<file path="src/rtl/fu_share_arbiter_if.sv">
// rtl/fu_share_arbiter_if.sv - request/response bundle between HLSM requesters and the shared functional unit
interface fu_share_arbiter_if #(
    parameter int N   = 4,
    parameter int IDW = 2,
    parameter int W   = 16
);
    logic [N-1:0]   req_valid;
    logic [2*N-1:0] req_op;
    logic [W*N-1:0] req_a;
    logic [W*N-1:0] req_b;
    logic [N-1:0]   req_ready;
    logic           rsp_valid;
    logic [IDW-1:0] rsp_id;
    logic [W-1:0]   rsp_data;
    logic           busy;

    modport master (
        output req_valid, req_op, req_a, req_b,
        input  req_ready, rsp_valid, rsp_id, rsp_data, busy
    );

    modport slave (
        input  req_valid, req_op, req_a, req_b,
        output req_ready, rsp_valid, rsp_id, rsp_data, busy
    );
endinterface

</file>
<file path="src/rtl/fu_share_arbiter.sv">
// rtl/fu_share_arbiter.sv - round-robin sharing of one add/sub/mul/gt unit among N requesters
module fu_share_arbiter #(
    parameter int N       = 4,
    parameter int IDW     = 2,
    parameter int W       = 16,
    parameter int ALU_LAT = 1,
    parameter int MUL_LAT = 3
) (
    input logic              Clk,
    input logic              Rst,
    fu_share_arbiter_if.slave fu_if
);
    localparam int MAXLAT = (MUL_LAT > ALU_LAT) ? MUL_LAT : ALU_LAT;
    localparam int CW     = $clog2(MAXLAT) + 1;

    typedef enum logic [1:0] {IDLE, EXEC, RESP} state_t;

    state_t         state_q;
    logic [IDW-1:0] rr_ptr_q;
    logic [IDW-1:0] tag_q;
    logic [1:0]     op_q;
    logic [W-1:0]   a_q;
    logic [W-1:0]   b_q;
    logic [CW-1:0]  cnt_q;
    logic           rsp_valid_q;
    logic [IDW-1:0] rsp_id_q;
    logic [W-1:0]   rsp_data_q;
    logic           busy_q;

    logic           gnt_found;
    logic [IDW-1:0] gnt_idx;
    logic [IDW-1:0] cand;
    logic [1:0]     op_sel;
    logic [W-1:0]   a_sel;
    logic [W-1:0]   b_sel;
    logic [W-1:0]   result_d;

    // Scan starts just after the last winner so the previous grantee goes last.
    always_comb begin
        gnt_found = 1'b0;
        gnt_idx   = '0;
        cand      = '0;
        for (int k = 1; k <= N; k++) begin
            cand = IDW'((int'(rr_ptr_q) + k) % N);
            if (!gnt_found && fu_if.req_valid[cand]) begin
                gnt_found = 1'b1;
                gnt_idx   = cand;
            end
        end
    end

    always_comb begin
        op_sel = '0;
        a_sel  = '0;
        b_sel  = '0;
        for (int j = 0; j < N; j++) begin
            if (IDW'(j) == gnt_idx) begin
                op_sel = fu_if.req_op[2*j +: 2];
                a_sel  = fu_if.req_a[W*j +: W];
                b_sel  = fu_if.req_b[W*j +: W];
            end
        end
    end

    always_comb begin
        result_d = '0;
        case (op_q)
            2'b00:   result_d = a_q + b_q;
            2'b01:   result_d = a_q - b_q;
            2'b10:   result_d = a_q * b_q;
            default: result_d = {{(W-1){1'b0}}, (a_q > b_q)};
        endcase
    end

    assign fu_if.req_ready = (!Rst && state_q == IDLE && gnt_found) ? (N'(1) << gnt_idx) : '0;
    assign fu_if.rsp_valid = rsp_valid_q;
    assign fu_if.rsp_id    = rsp_id_q;
    assign fu_if.rsp_data  = rsp_data_q;
    assign fu_if.busy      = busy_q;

    always_ff @(posedge Clk) begin
        if (Rst) begin
            state_q     <= IDLE;
            rr_ptr_q    <= IDW'(N - 1);
            tag_q       <= '0;
            op_q        <= '0;
            a_q         <= '0;
            b_q         <= '0;
            cnt_q       <= '0;
            rsp_valid_q <= 1'b0;
            rsp_id_q    <= '0;
            rsp_data_q  <= '0;
            busy_q      <= 1'b0;
        end else begin
            case (state_q)
                IDLE: begin
                    if (gnt_found) begin
                        op_q     <= op_sel;
                        a_q      <= a_sel;
                        b_q      <= b_sel;
                        tag_q    <= gnt_idx;
                        rr_ptr_q <= gnt_idx;
                        cnt_q    <= (op_sel == 2'b10) ? CW'(MUL_LAT - 1) : CW'(ALU_LAT - 1);
                        busy_q   <= 1'b1;
                        state_q  <= EXEC;
                    end
                end
                EXEC: begin
                    if (cnt_q != '0) begin
                        cnt_q <= cnt_q - 1'b1;
                    end else begin
                        rsp_data_q  <= result_d;
                        rsp_id_q    <= tag_q;
                        rsp_valid_q <= 1'b1;
                        state_q     <= RESP;
                    end
                end
                RESP: begin
                    rsp_valid_q <= 1'b0;
                    busy_q      <= 1'b0;
                    state_q     <= IDLE;
                end
                default: begin
                    rsp_valid_q <= 1'b0;
                    busy_q      <= 1'b0;
                    state_q     <= IDLE;
                end
            endcase
        end
    end
endmodule

</file>
<file path="src/flat_wrapper.sv">
// flat-port wrapper written by rule: the top's interface ports become plain ports
module fu_share_arbiter_flat 
#(
    parameter int N       = 4,
    parameter int IDW     = 2,
    parameter int W       = 16,
    parameter int ALU_LAT = 1,
    parameter int MUL_LAT = 3
)
  (Clk, Rst, fu_if_req_valid, fu_if_req_op, fu_if_req_a, fu_if_req_b, fu_if_req_ready, fu_if_rsp_valid, fu_if_rsp_id, fu_if_rsp_data, fu_if_busy);
  fu_share_arbiter_if #(.N(N), .IDW(IDW), .W(W)) fu_if_i ();
  input logic Clk;
  input logic Rst;
  input wire logic [$bits(fu_if_i.req_valid)-1:0] fu_if_req_valid;
  input wire logic [$bits(fu_if_i.req_op)-1:0] fu_if_req_op;
  input wire logic [$bits(fu_if_i.req_a)-1:0] fu_if_req_a;
  input wire logic [$bits(fu_if_i.req_b)-1:0] fu_if_req_b;
  output wire logic [$bits(fu_if_i.req_ready)-1:0] fu_if_req_ready;
  output wire logic [$bits(fu_if_i.rsp_valid)-1:0] fu_if_rsp_valid;
  output wire logic [$bits(fu_if_i.rsp_id)-1:0] fu_if_rsp_id;
  output wire logic [$bits(fu_if_i.rsp_data)-1:0] fu_if_rsp_data;
  output wire logic [$bits(fu_if_i.busy)-1:0] fu_if_busy;
  assign fu_if_i.req_valid = fu_if_req_valid;
  assign fu_if_i.req_op = fu_if_req_op;
  assign fu_if_i.req_a = fu_if_req_a;
  assign fu_if_i.req_b = fu_if_req_b;
  assign fu_if_req_ready = fu_if_i.req_ready;
  assign fu_if_rsp_valid = fu_if_i.rsp_valid;
  assign fu_if_rsp_id = fu_if_i.rsp_id;
  assign fu_if_rsp_data = fu_if_i.rsp_data;
  assign fu_if_busy = fu_if_i.busy;
  fu_share_arbiter #(.N(N), .IDW(IDW), .W(W), .ALU_LAT(ALU_LAT), .MUL_LAT(MUL_LAT)) u_core (.Clk(Clk), .Rst(Rst), .fu_if(fu_if_i));
endmodule
</file>
<file path="config.mk">
export PLATFORM = sky130hd
export DESIGN_NAME = fu_share_arbiter_flat
export DESIGN_NICKNAME = d
export VERILOG_FILES = /design/src/rtl/fu_share_arbiter_if.sv /design/src/rtl/fu_share_arbiter.sv /design/src/flat_wrapper.sv
export SDC_FILE = /design/constraint.sdc
export NUM_CORES = 1
export LEC_CHECK = 0
export BUFFER_PORTS_ARGS = -buffer_cell sky130_fd_sc_hd__buf_2
export CAP_MARGIN = 20
export CORE_UTILIZATION = 40
export CTS_BUF_LIST = sky130_fd_sc_hd__clkbuf_8
export DETAILED_ROUTE_END_ITERATION = 10
export HOLD_SLACK_MARGIN = 0.12
export SLEW_MARGIN = 20
export SYNTH_ARGS = -nofsm -noshare
export SYNTH_HDL_FRONTEND = slang
export SYNTH_SLANG_ARGS = --single-unit
</file>
<file path="constraint.sdc">
create_clock -name Clk -period 4.9 [get_ports Clk]
set_clock_uncertainty 0.2 [all_clocks]
set_input_delay 0.245 -clock Clk [delete_from_list [all_inputs] [get_ports Clk]]
set_output_delay 0.245 -clock Clk [all_outputs]
set_load 0.005 [all_outputs]
</file>
==> results.txt <==
The flow ran to the end, but the final reports show violations. The final reports fail on negative setup slack. A synthesized cell averages 7.542 µm². Summed over all nets, the switching power comes to 1.964 mW. The clock share of power came out at 0.124. The initial utilization of the core area, before any placement, comes to 0.4085. The first detailed-routing pass ran for 4 iterations. The count of standard-cell rows is 54. The via count of the first global-routing pass is 8636.

After routing, the total negative slack on setup checks comes to -2226 ps. 0 antenna diodes ended up in the layout. The worst setup timing slack at the placement stage is -622.0 ps.

The remaining max-slew budget at the tightest pin is 0.3332. The global-route wire length before repair is 43.95 mm. The proportion of synthesized chip area in sequential cells came out at 0.1415. At the end of the flow, the number of nets in the layout was 1748. In this run, placement finished with an instance count of 1670. The routed wire length per instance is 16.11 µm. The placed instance area is 10800 µm².

After legalization and detailed placement, the total HPWL measured 22.19 mm. For this design the ratio of total power to cell area is 368.2 nW/µm². Of the available clock period, the critical path in the final layout requires 1.095. The overall routing resource usage came out at 0.2466. The flip-flop and latch area came out at 1320 µm². Of the total power, the share spent switching nets is 0.4572.

The area growth from synthesis to layout came out at 30.85%. The total area of multi-input combinational cells came out at 7139 µm². The cell area after synthesis came out at 8915 µm².

The CTS H-tree depth is 3. The number of fill cells came out at 2129. Once detail routing completed, the nets flagged for antenna violations numbered 0. The worst hold slack came out at 118.3 ps. The number of antenna violations at the first check in global routing is 0. Synthesis inferred 63 register bits.

The kind of end point of the critical path is a flop. The critical path startpoint category is a flop. The fraction of layout cells with a size suffix above 1 came out at 0.2718. The worst hold path begins at fu_if_req_a[39].

After clock tree synthesis, the clock-pin slew on the worst setup and hold paths is 80 ps. The clock buffer count from CTS came out at 9. The path category of the worst min-delay check is in2reg. Setup repair after global routing could not meet its margin everywhere.

Port buffering added 165 buffers. The die boundary width came out at 151.3 µm. In this run the critical register-to-register path is captured at u_core.fu_if.rsp_data[15].

The path with the worst hold slack has its endpoint at u_core.a_q[7]. The leakage component of the power is 5.707 nW. The minimum setup slack among reg-to-reg paths came out at -470 ps.

The number of ports placed on the die boundary came out at 166. The number of pins exceeding their max-slew limit in the final report came out at 0. The weighted congestion reported at the end of routability-driven placement is 0.8917. The largest vdd supply drop is 145.8 µV. For this run the aggregate overflow at the end of global routing stands at 0.

The worst register-to-register path begins at u_core.b_q[4]. The worst path arrival time came out at 5440 ps. The most frequently used flop master after synthesis is sky130_fd_sc_hd__dfxtp_1. For this run, the number of Yosys warnings is 0. The critical setup path kind is reg2reg. For the worst setup path, the data required time is 4970 ps. The final non-filler cell area is 11660 µm². The highest fanout seen on the critical path is 10. The count of endpoints failing setup in the final report is 7. Across all layers, the routed design uses 8930 vias.

The logic depth of the worst register-to-register path is 19. The minimum clock period is 5367 ps. TritonCTS built the clock tree. The total wirelength of the detailed-routed design came out at 27.81 mm. In the synthesized netlist the async set-or-reset flop fraction comes to 0. The die area came out at 22890 µm².

The detailed router finished its first iteration with 400 violations. The number of standard cells in the layout, taps in and fillers out came out at 1726. The final worst slack came out at -467.0 ps.

The clock reaches the later pin of the worst-skew pair after 370 ps. The number of hold-slack violations in the final timing report came out at 0. After detailed routing, the number of remaining DRC violations is 0. Derived from the worst setup path, the maximum achievable clock frequency is 0.1863 GHz. The total internal power is 2.332 mW. The synthesized design contains 0 enable-type register cells. In the routed layout, each cell is associated on average with a via count of 5.174.

The clock passes through at most 2 buffers. The hold-critical path depth is 5. In this run the vertical extent of the chip is 151.3 µm.

Of the total power, registers draw 0.185. Clock tree synthesis found a total of 63 sinks. The measured slew at the worst slew-check pin is 1000 ps. The synthesized netlist cell count came out at 1182. The relative contribution of combinational cells to total power came out at 0.691. The placeable core region is 21820 µm².

The pin count of the biggest net entering global routing is 67. The number of nets in the synthesized netlist is 1489. The number of unique standard cell types used by synthesis is 67.

The root buffer cell chosen for the clock tree is sky130_fd_sc_hd__clkbuf_8. The total of max-cap violations came out at 0.
power groups by stage:
| stage | Sequential, mW | Clock (mW) | Combinational (mW) |
|---|---|---|---|
| 2_1_floorplan | 0.719 | 0 | 1.87 |
| 3_3_place_gp | 0.800 | 0 | 2.73 |
| 3_5_place_dp | 0.802 | 0 | 2.76 |
| 4_1_cts | 0.794 | 0.540 | 2.91 |
| 5_1_grt | 0.808 | 0.557 | 3.29 |
| 6_report | 0.794 | 0.534 | 2.97 |
worst max path at each step:
stage                        from                   endpoint  slack, ps  depth (start not counted)
floorplan           u_core.b_q[4]  u_core.fu_if.rsp_data[13]       -130                         20
global placement    u_core.a_q[6]  u_core.fu_if.rsp_data[14]       -550                         20
detailed placement  u_core.a_q[8]  u_core.fu_if.rsp_data[14]       -620                         19
CTS                 u_core.b_q[4]  u_core.fu_if.rsp_data[15]       -460                         19
global route        u_core.b_q[3]  u_core.fu_if.rsp_data[15]       -630                         22
finish              u_core.b_q[4]  u_core.fu_if.rsp_data[15]       -470                         19
cell usage in the layout, fill, tap and decap left out, types with 10 or more instances in the layout:
cell,count
sky130_fd_sc_hd__nand2_1,218
sky130_fd_sc_hd__buf_2,165
sky130_fd_sc_hd__inv_1,138
sky130_fd_sc_hd__buf_4,113
sky130_fd_sc_hd__nor2_1,107
sky130_fd_sc_hd__fa_1,73
sky130_fd_sc_hd__ha_1,73
sky130_fd_sc_hd__a21oi_1,66
sky130_fd_sc_hd__and2_1,46
sky130_fd_sc_hd__dfxtp_1,44
sky130_fd_sc_hd__xnor2_1,37
sky130_fd_sc_hd__a311oi_1,34
sky130_fd_sc_hd__and3_1,33
sky130_fd_sc_hd__dlygate4sd3_1,33
sky130_fd_sc_hd__o21ai_0,15
sky130_fd_sc_hd__nand2b_1,14
sky130_fd_sc_hd__dfxtp_4,14
sky130_fd_sc_hd__a21o_1,13
sky130_fd_sc_hd__xor2_1,12
sky130_fd_sc_hd__clkbuf_8,11
sky130_fd_sc_hd__nor3_1,10
kinds of logic (layout without fill, tap and decap cells):
logic type	after synthesis	count (layout)	share of synthesized area
buffers and inverters	213	477	0.09698
flip-flops	63	63	0.1415
adder cells (fa/ha/maj)	165	165	0.2998
multiplexers	5	5	0.005614
AO/OA/AOI/OAI	201	201	0.1580
AND/OR/NAND/NOR	478	478	0.2421
XOR/XNOR	57	57	0.05600
registers in the layout, indices dropped and copies added (netlist names):
name,flops
u_core.a_q,16
u_core.fu_if.rsp_id,2
u_core.state_q,2
u_core.fu_if.rsp_valid,1
u_core.cnt_q,3
u_core.tag_q,2
u_core.fu_if.rsp_data,16
u_core.fu_if.busy,1
u_core.op_q,2
u_core.rr_ptr_q,2
u_core.b_q,16
final cells by class:
| cell class | count | share of cell area |
|---|---|---|
| Clock buffer | 11 | 0.01298 |
| Clock inverter | 5 | 0.006865 |
| Inverter | 144 | 0.04634 |
| Multi-Input combinational cell | 906 | 0.6120 |
| Sequential cell | 63 | 0.1132 |
| Tap cell | 280 | 0.03003 |
| Timing Repair Buffer | 317 | 0.1786 |
metal layers:
metal  GRT usage  share of wire  routed length [µm]  vias to the layer above
li1            -              -                   -                     4377
met4     0.06600          0.021                 579                        0
met5           0              0                   0                        -
met3     0.03404          0.049                1356                       34
met1      0.3246           0.44               12310                     4263
met2      0.4201           0.49               13560                      256
worst max-delay path, stage by stage, from the launching register on:
cell	delay, ps
sky130_fd_sc_hd__dfxtp_4	400
sky130_fd_sc_hd__and2_1	190
sky130_fd_sc_hd__fa_1	540
sky130_fd_sc_hd__inv_1	50
sky130_fd_sc_hd__fa_1	480
sky130_fd_sc_hd__inv_1	50
sky130_fd_sc_hd__fa_2	520
sky130_fd_sc_hd__fa_1	430
sky130_fd_sc_hd__fa_1	520
sky130_fd_sc_hd__inv_1	60
sky130_fd_sc_hd__fa_1	480
sky130_fd_sc_hd__inv_1	60
sky130_fd_sc_hd__ha_4	210
sky130_fd_sc_hd__or2_4	250
sky130_fd_sc_hd__a21oi_2	110
sky130_fd_sc_hd__a21oi_1	50
sky130_fd_sc_hd__buf_4	160
sky130_fd_sc_hd__xnor2_2	190
sky130_fd_sc_hd__mux2i_1	110
sky130_fd_sc_hd__o41ai_2	210
timing repair:
action	4_1_cts	5_1_grt
pin swaps	13	5
buffers inserted	3	5
hold buffers	33	0
endpoints found under the setup margin	8	9
gates resized for setup	28	37
hold endpoints to repair	21	0
cloned	0	0
stage by stage:
stage               utilization  power [mW]
floorplan                     -       2.590
detailed placement       0.4947       3.566
global route             0.5345       4.653
global placement         0.4947       3.529
finish                   0.5345       4.296
CTS                      0.5261       4.242
cell usage after synthesis (8+ instances only):
library cell	count	area [µm²]
sky130_fd_sc_hd__a211oi_1	8	60.06
sky130_fd_sc_hd__a21o_1	14	105.1
sky130_fd_sc_hd__a21oi_1	72	360.4
sky130_fd_sc_hd__a311oi_1	34	297.8
sky130_fd_sc_hd__and2_1	53	331.6
sky130_fd_sc_hd__and3_1	33	206.5
sky130_fd_sc_hd__clkbuf_1	54	202.7
sky130_fd_sc_hd__dfxtp_1	63	1261
sky130_fd_sc_hd__fa_1	81	1622
sky130_fd_sc_hd__ha_1	84	1051
sky130_fd_sc_hd__inv_1	143	536.8
sky130_fd_sc_hd__nand2_1	222	833.3
sky130_fd_sc_hd__nand2b_1	14	87.58
sky130_fd_sc_hd__nor2_1	109	409.1
sky130_fd_sc_hd__nor2b_1	9	56.30
sky130_fd_sc_hd__nor3_1	11	55.05
sky130_fd_sc_hd__o21ai_0	15	75.07
sky130_fd_sc_hd__xnor2_1	41	359.1
sky130_fd_sc_hd__xor2_1	16	140.1
No activity file was read; power rests on OpenSTA's default activity.
